===== src/rtl/fir_mac_sequencer.sv =====
// Time-multiplexed FIR: one signed MAC steps through NTAPS programmable taps over a
// circular sample buffer, then holds a floor-shifted, saturated result on a valid/ready port.
module fir_mac_sequencer #(
  parameter int NTAPS  = 9,
  parameter int SHIFT  = 15,
  parameter int DATA_W = 16,
  parameter int COEF_W = 16
) (
  input  logic                     clk,
  input  logic                     rst,
  input  logic                     in_valid,
  input  logic signed [DATA_W-1:0] in_data,
  output logic                     in_ready,
  output logic                     out_valid,
  output logic signed [DATA_W-1:0] out_data,
  input  logic                     out_ready,
  input  logic                     cfg_we,
  input  logic [3:0]               cfg_addr,
  input  logic signed [COEF_W-1:0] cfg_data,
  output logic                     cfg_err,
  output logic                     busy
);

  localparam int PW     = (NTAPS > 1) ? $clog2(NTAPS) : 1;
  localparam int PROD_W = DATA_W + COEF_W;
  localparam int ACC_W  = PROD_W + 4;
  localparam logic [PW-1:0] LAST     = PW'(NTAPS - 1);
  localparam logic [3:0]    ADDR_MAX = 4'(NTAPS - 1);
  localparam logic signed [ACC_W-1:0] SAT_HI = ACC_W'((1 <<< (DATA_W - 1)) - 1);
  localparam logic signed [ACC_W-1:0] SAT_LO = ~SAT_HI;

  typedef enum logic [1:0] {S_IDLE, S_MAC, S_DONE} state_t;

  state_t r_state, w_state_nxt;

  logic signed [DATA_W-1:0] r_buf  [NTAPS];
  logic signed [COEF_W-1:0] r_coef [NTAPS];
  logic [PW-1:0]            r_wp, r_base, r_tap;
  logic signed [PROD_W-1:0] r_prod_p0;
  logic                     r_vld_p0;
  logic signed [ACC_W-1:0]  r_acc_p1;
  logic signed [DATA_W-1:0] r_out_data;
  logic                     r_out_vld;
  logic                     r_cfg_err;

  logic [PW-1:0]            w_idx, w_caddr;
  logic signed [PROD_W-1:0] w_prod;
  logic signed [ACC_W-1:0]  w_prod_ext, w_sum;
  logic                     w_accept, w_last, w_cfg_ok;

  function automatic logic signed [COEF_W-1:0] default_coef(input int k);
    case (k)
      0, 8:    return COEF_W'(16'h04F6);
      1, 7:    return COEF_W'(16'h0AE1);
      2, 6:    return COEF_W'(16'h1089);
      3, 5:    return COEF_W'(16'h1496);
      4:       return COEF_W'(16'h160F);
      default: return '0;
    endcase
  endfunction

  // Floor shift (arithmetic >>> truncates toward -inf), then clamp to the output range.
  function automatic logic signed [DATA_W-1:0] shift_sat(input logic signed [ACC_W-1:0] v);
    logic signed [ACC_W-1:0] s;
    s = v >>> SHIFT;
    if (s > SAT_HI)      s = SAT_HI;
    else if (s < SAT_LO) s = SAT_LO;
    return s[DATA_W-1:0];
  endfunction

  assign w_accept = in_valid && (r_state == S_IDLE);
  assign w_last   = (r_tap == LAST);
  assign w_cfg_ok = cfg_we && (r_state == S_IDLE) && (cfg_addr <= ADDR_MAX);
  assign w_caddr  = PW'(cfg_addr);

  always_comb begin
    if (r_base >= r_tap) w_idx = r_base - r_tap;
    else                 w_idx = r_base + PW'(NTAPS) - r_tap;
  end

  assign w_prod     = r_buf[w_idx] * r_coef[r_tap];
  assign w_prod_ext = {{(ACC_W - PROD_W){r_prod_p0[PROD_W-1]}}, r_prod_p0};
  assign w_sum      = r_acc_p1 + w_prod_ext;

  always_ff @(posedge clk) begin
    if (rst) r_state <= S_IDLE;
    else     r_state <= w_state_nxt;
  end

  always_comb begin
    w_state_nxt = r_state;
    in_ready    = 1'b0;
    busy        = 1'b0;
    case (r_state)
      S_IDLE: begin
        in_ready = 1'b1;
        if (in_valid) w_state_nxt = S_MAC;
      end
      S_MAC: begin
        busy = 1'b1;
        if (w_last) w_state_nxt = S_DONE;
      end
      S_DONE: begin
        busy = 1'b1;
        if (r_out_vld && out_ready) w_state_nxt = S_IDLE;
      end
      default: w_state_nxt = S_IDLE;
    endcase
  end

  always_ff @(posedge clk) begin
    if (rst) begin
      for (int i = 0; i < NTAPS; i++) begin
        r_buf[i]  <= '0;
        r_coef[i] <= default_coef(i);
      end
      r_wp       <= '0;
      r_base     <= '0;
      r_tap      <= '0;
      r_prod_p0  <= '0;
      r_vld_p0   <= 1'b0;
      r_acc_p1   <= '0;
      r_out_data <= '0;
      r_out_vld  <= 1'b0;
      r_cfg_err  <= 1'b0;
    end else begin
      r_cfg_err <= cfg_we && !w_cfg_ok;
      if (w_cfg_ok) r_coef[w_caddr] <= cfg_data;

      // p0: product of the current tap, registered.
      r_prod_p0 <= w_prod;
      r_vld_p0  <= (r_state == S_MAC);

      // p1: accumulate; the last product is folded in directly at the output stage.
      if (w_accept) begin
        r_buf[r_wp] <= in_data;
        r_base      <= r_wp;
        r_wp        <= (r_wp == LAST) ? '0 : r_wp + 1'b1;
        r_acc_p1    <= '0;
        r_tap       <= '0;
      end else if (r_state == S_MAC) begin
        if (!w_last)  r_tap    <= r_tap + 1'b1;
        if (r_vld_p0) r_acc_p1 <= w_sum;
      end

      // p2: result register, held until the downstream handshake.
      if ((r_state == S_DONE) && r_vld_p0) begin
        r_out_data <= shift_sat(w_sum);
        r_out_vld  <= 1'b1;
      end else if (r_out_vld && out_ready) begin
        r_out_vld <= 1'b0;
      end
    end
  end

  assign out_valid = r_out_vld;
  assign out_data  = r_out_data;
  assign cfg_err   = r_cfg_err;

endmodule

===== config.mk =====
export PLATFORM = sky130hd
export DESIGN_NAME = fir_mac_sequencer
export DESIGN_NICKNAME = d
export VERILOG_FILES = /design/src/rtl/fir_mac_sequencer.sv
export SDC_FILE = /design/constraint.sdc
export NUM_CORES = 2
export LEC_CHECK = 0
export BUFFER_PORTS_ARGS = -buffer_cell sky130_fd_sc_hd__buf_2
export CORE_MARGIN = 10
export CORE_UTILIZATION = 45
export CTS_CLUSTER_SIZE = 12
export DETAILED_ROUTE_END_ITERATION = 6
export PLACE_DENSITY = 0.62
export SETUP_SLACK_MARGIN = 0.1
export SLEW_MARGIN = 0
export SYNTH_ARGS = -nofsm -noshare
export SYNTH_HDL_FRONTEND = slang
export SYNTH_SLANG_ARGS = --single-unit

===== constraint.sdc =====
create_clock -name clk -period 19.6 [get_ports clk]
set_input_delay 5.88 -clock clk [delete_from_list [all_inputs] [get_ports clk]]
set_output_delay 5.88 -clock clk [all_outputs]
set_load 0.03 [all_outputs]

### Word level (Yosys, flattened, before mapping)

Memories as Yosys holds them, arrays and structs flattened. A register that Yosys moved wholly into a read port is not among the register bits.
Cells that the tools add are included.
Widths: inputs -> output; s select.

* div/mod/pow operators: 0
* multiply operators: 1
* shifts and indexed selects: 0
* muxes and demuxes: 33
* reduce and logical (&&, ||, !) cells: 16
* bitwise logic cells: 1
* add/subtract/negate cells: 6
* equal/unequal tests: 7
* $lt $le $gt $ge: 4

Operators with widths (number)
* $mux 16: 9
* $add 36x32->36: 1
* $mul 16x16->32: 1
* $reduce_or 16->1: 2
* $mux 4: 6
* $gt 21x16->1 const B: 1
* $lt 21x16->1 const B: 1
* $mux 1: 14
* $add 4x1->4 const B: 2
* $eq 4x4->1 const B: 2
* $sub 4x4->4: 2
* $logic_and 1x1->1: 6
* $mux 2: 3
* $pmux 2 s3: 1
* $add 4x4->4 const B: 1
* $ge 4x4->1: 1
* $le 4x4->1 const B: 1
* $ne 2x2->1 const B: 2
* $reduce_and 2->1: 2
* $reduce_or 2->1: 2
* $reduce_and 3->1: 1
* $eq 2x1->1 const B: 1
* $eq 2x2->1 const B: 1
* $logic_not 2->1: 1
* other kinds (4): 4

* register bits after elaboration: 101
* memories: 2
* output and inout bits: 20
* memory bits (read-only): 0
* bits in writable memories: 288
* logic and storage cells: 80
* latch bits: 0

Memory list
* r_buf: words 9, width 16, read ports 1, clocked after Yosys merged registers in 0, wr ports 9, RTL line 36 `logic signed [DATA_W-1:0] r_buf [NTAPS];`
* r_coef: words 9, width 16, read ports 1, clocked after Yosys merged registers in 1, wr ports 9, RTL line 37 `logic signed [COEF_W-1:0] r_coef [NTAPS];`

### Logic depth before layout (Yosys ltp)

* depth in word-level cells: 8
* mapped depth: 39
* mapped depth without buffers: 35

### Least setup slack after synthesis

No wires, ideal clock.

* path kind: flip-flop to flip-flop
* start: register r_tap[0]
* end: register r_prod_p0[31]
* buffers on the path: 1
* clock period less this slack: 8.177 ns
* setup slack: 11.423 ns
* data required time: 19.472 ns
* arrival time: 8.049 ns
* stages on the path, launching flop included: 32
* path through: dfxtp_1 > ha_1 > inv_1 > fa_1 > a21oi_2 > o21ai_4 > mux2i_4 > mux4_1 > mux2_2 > o21ai_2 > buf_4 > inv_1 > nand2_1 > inv_1 > fa_1 > fa_1 > fa_1 > fa_1 > fa_1 > inv_1 > fa_1 > inv_1 > ha_1 > a21o_1 > a21oi_1 > nand2_1 > a211oi_1 > o21a_1 > o21ai_0 > a21oi_1 > xnor2_1 > nor2b_1

* word-level cells in the longest chain between the ends: 4
* elaborated cells on any way between the ends: 6
* classes of those cells: 2 x add/sub; 1 x mul; 1 x order compare; 1 x mux; 1 x memory

Ends and longest elaborated chain
* start: declaration: RTL line 38 `logic [PW-1:0] r_wp, r_base, r_tap;`
* start signal: assignment: RTL line 142 `if (!w_last) r_tap <= r_tap + 1'b1;`
* $sub 4x4->4 (tied with other cells): RTL line 78 `else w_idx = r_base + PW'(NTAPS) - r_tap;`
* $mux 4 *: RTL line 77 `if (r_base >= r_tap) w_idx = r_base - r_tap;`
* $mem_v2 9x16 *
* $mul 16x16->32 *: RTL line 81 `assign w_prod = r_buf[w_idx] * r_coef[r_tap];`
* end signal: assignment: RTL line 131 `r_prod_p0 <= w_prod;`
* end: declaration: RTL line 39 `logic signed [PROD_W-1:0] r_prod_p0;`

Mark *: on every way between the ends. The rest lies on a longest branch, timed or not.
A chain may end at the register's enable or synchronous reset.

### Worst setup path in the final report

* start: register r_base[0]
* end: register r_prod_p0[30]

* word-level cells in the longest chain between the ends: 5
* elaborated cells on any way between the ends: 7
* classes of those cells: 3 x add/sub; 1 x mul; 1 x order compare; 1 x mux; 1 x memory

Ends and longest elaborated chain
* start: declaration: RTL line 38
* start signal: assignment: RTL line 137 `r_base <= r_wp;`
* $add 4x4->4: RTL line 78
* $sub 4x4->4: RTL line 78
* $mux 4 *: RTL line 77
* $mem_v2 9x16 *
* $mul 16x16->32 *: RTL line 81

Marked as above.

==> flow_summary.toml <==
[synthesis]
synth_cell_types = 85
synthSimpleGateAreaFrac_pct = 12.66
synth_area_mm2 = 0.03758
yosysSeqAreaShare_pct = 46.51
synth_ff_type = "edfxtp_1"
synth_mux_area_share_pct = 9.716
synth_compound_area_share_pct = 5.371
synth-seq-cells = 617
synth_xor_area_share_pct = 1.751
synth.yosys.warnings = 0
synth_edf_count = 512
synth_top_family_by_area = "adder cells"
async_reset_ff_share_pct = 0
synthCells = 2983
avgSynthCellArea_um2 = 12.60
synthAdderAreaFrac_pct = 18.62

[floorplanning]
ios = 61
coreArea_mm2 = 0.08237
start_util_pct = 45.62
rows = 105
dieWidth_um = 309.0
die_height_um = 309.0
die_area_mm2 = 0.09546

[placed_design]
placed_area_mm2 = 0.03934
dp_hpwl_um = 59220
placedCellCount = 4142
port_buffers = 60
finalWeightedCongestion = 0.8904

[routing]
ant_nets = 0
drtIter0Drc = 1490
drc = 0
drt_wl_total_um = 85400
wire_per_inst_um = 20.06
via_count = 22474
avgViaCountPerCell = 5.279
first_pass_iters = 5

[timing]
period_share_pct = 52.46
setup_violations = 0
finalMaxSlewViolations = 0
fin_crit_ps = 10280
max_freq_mhz = 97.26
tightest_slew_ps = 1140
hold_viol_final = 0
rsz0062_at_grt = "no"
setup_tns_ps = 0
relSlewSlack_pct = 23.73
clock_skew_ps = 31.46

[global_route]
grt-ovfl-total = 0
antenna_found_initial = 8
first_global_vias = 24168
grt_max_degree = 95
grt_usage_pct = 18.18
grt_pass1_wl_um = 135600

[clocking]
numCtsBuffers = 69
root_buffer = "clkbuf_16"
post-cts-setup-buffers = 0
cts_resized = 0
cts-hold-fix-buffers = 0
cts_sinks = 617
cts_tree = "done"
path_clk_slew_ps = 60
cts_buffer_depth = 3
clock_latency_ps = 630
htree_levels = 3

[setup_path]
cp-start-kind = "flip-flop"
max_stage_delay_ps = 880
endpoint_kind = "flip-flop"
rr_startpoint = "r_base[0]"
reg2reg_setup_slack_ps = 9320
r2r_cells = 32
crit_fanout = 33
crit_top_cell = "fa_1"
crit_required_ps = 20070
cp.arrival_ps = 10750
crit_path_top_delay_cell = "a2111oi_0"
timing.rr.end = "r_prod_p0[30]"
critical_path_class = "flip-flop to flip-flop"

[cells_and_area]
diodes = 0
syn_to_final_growth_pct = 10.40
finalInstanceArea_mm2 = 0.04148
final_cells = 4257
nNetsFinal = 3583
drive_above_1_share_pct = 13.65

[min_path]
hp-class = "flip-flop to flip-flop"
hold_path_startpoint = "r_acc_p1[17]"
worstHoldPathCells = 2
min_to = "r_acc_p1[17]"

[outcome]
status = "finished clean"

[flow_run]
cap_viol_max_count = 0
cell usage after synthesis, drive strengths merged (16+ instances only):
cell type | n | area share, %
edfxtp | 512 | 41
inv | 354 | 3.5
fa | 267 | 14
and2 | 245 | 4.1
nand2 | 226 | 2.3
nor2 | 210 | 2.1
mux4 | 134 | 8.1
ha | 132 | 4.4
a21oi | 106 | 1.5
dfxtp | 105 | 5.6
clkbuf | 73 | 0.73
nor2b | 67 | 1.1
nand2b | 62 | 1.0
buf | 55 | 1.1
o21ai | 55 | 0.84
xnor2 | 45 | 1.0
or3 | 37 | 0.62
mux2i | 36 | 1.0
xor2 | 28 | 0.70
or2 | 26 | 0.43
a21o | 25 | 0.50
mux2 | 21 | 0.63
a211oi | 17 | 0.41
o21a | 16 | 0.32
cell families after synthesis:
logic type | after synthesis
compound gates | 288
other cells | 1
fa+ha+maj | 399
xor+xnor | 73
mux | 191
buf+inv | 482
simple gates | 932
flops | 617
area by class of cell:
| cell class | instances | area, µm² |
|---|---|---|
| fill | 7171 | 40890 |
| multi-input combinational | 1995 | 18540 |
| sequential | 617 | 17480 |
| clock buffer | 83 | 1799 |
| tap | 1070 | 1339 |
| inverter | 354 | 1329 |
| timing repair buffer | 106 | 648.1 |
| clock inverter | 32 | 345.3 |
routing by layer:
metal	track usage, %	routed length (µm)	up-vias
li1	-	-	10383
met1	23.55	36420	11453
met2	31.32	42330	501
met3	3.450	4949	131
met4	4.248	1671	6
met5	0	33	-
metrics by stage:
| step | hold WS (ps) | worst slack (ps) | util (%) |
|---|---|---|---|
| global route | 477.9 | 8661 | 50.36 |
| floorplan | 435.6 | 11420 | - |
| detailed placement | 450.9 | 9221 | 47.76 |
| global placement | 442.1 | 9485 | 47.76 |
| finish | 456.7 | 9318 | 50.36 |
| CTS | 458.5 | 9213 | 50.36 |
sequential cells by signal, indices dropped and copies added (netlist names), 2 cells and up, named ones only:
| signal | count |
|---|---|
| r_buf | 256 |
| r_coef | 256 |
| r_acc_p1 | 36 |
| r_prod_p0 | 32 |
| out_data | 16 |
| r_base | 4 |
| r_tap | 4 |
| r_wp | 4 |
| r_state | 2 |
worst max-delay path by stage:
stage,from,end,cells past startpoint
2_1_floorplan,r_tap[0],r_prod_p0[31],31
3_3_place_gp,r_base[0],r_prod_p0[31],34
3_5_place_dp,r_base[0],r_prod_p0[31],34
4_1_cts,r_base[0],r_prod_p0[31],34
5_1_grt,r_base[0],r_prod_p0[30],32
6_report,r_base[0],r_prod_p0[30],32
critical path, delay by kind of cell (launching register included):
family / cells / cell delay [ps]
fa+ha+maj: 9 / 3970
simple gates: 5 / 510
xor+xnor: 1 / 110
buf+inv: 8 / 1680
compound gates: 6 / 2350
mux: 3 / 1180
flops: 1 / 350
cell usage in the layout, fill, tap and decap left out, types with 45 or more instances in the layout:
cell       instances
mux4_2           132
nor2b_1           67
nor2_1           207
conb_1           112
buf_4             47
xnor2_1           45
nand2_1          224
dfxtp_1          103
nand2b_1          62
ha_1             132
a21oi_1           98
buf_2             59
and2_1           245
fa_1             267
clkbuf_16         69
inv_1            354
edfxtp_1         512
Power is left out: the tool's default activity adds up to more than one toggle a clock period on the data nets, which glitch-free logic cannot reach.
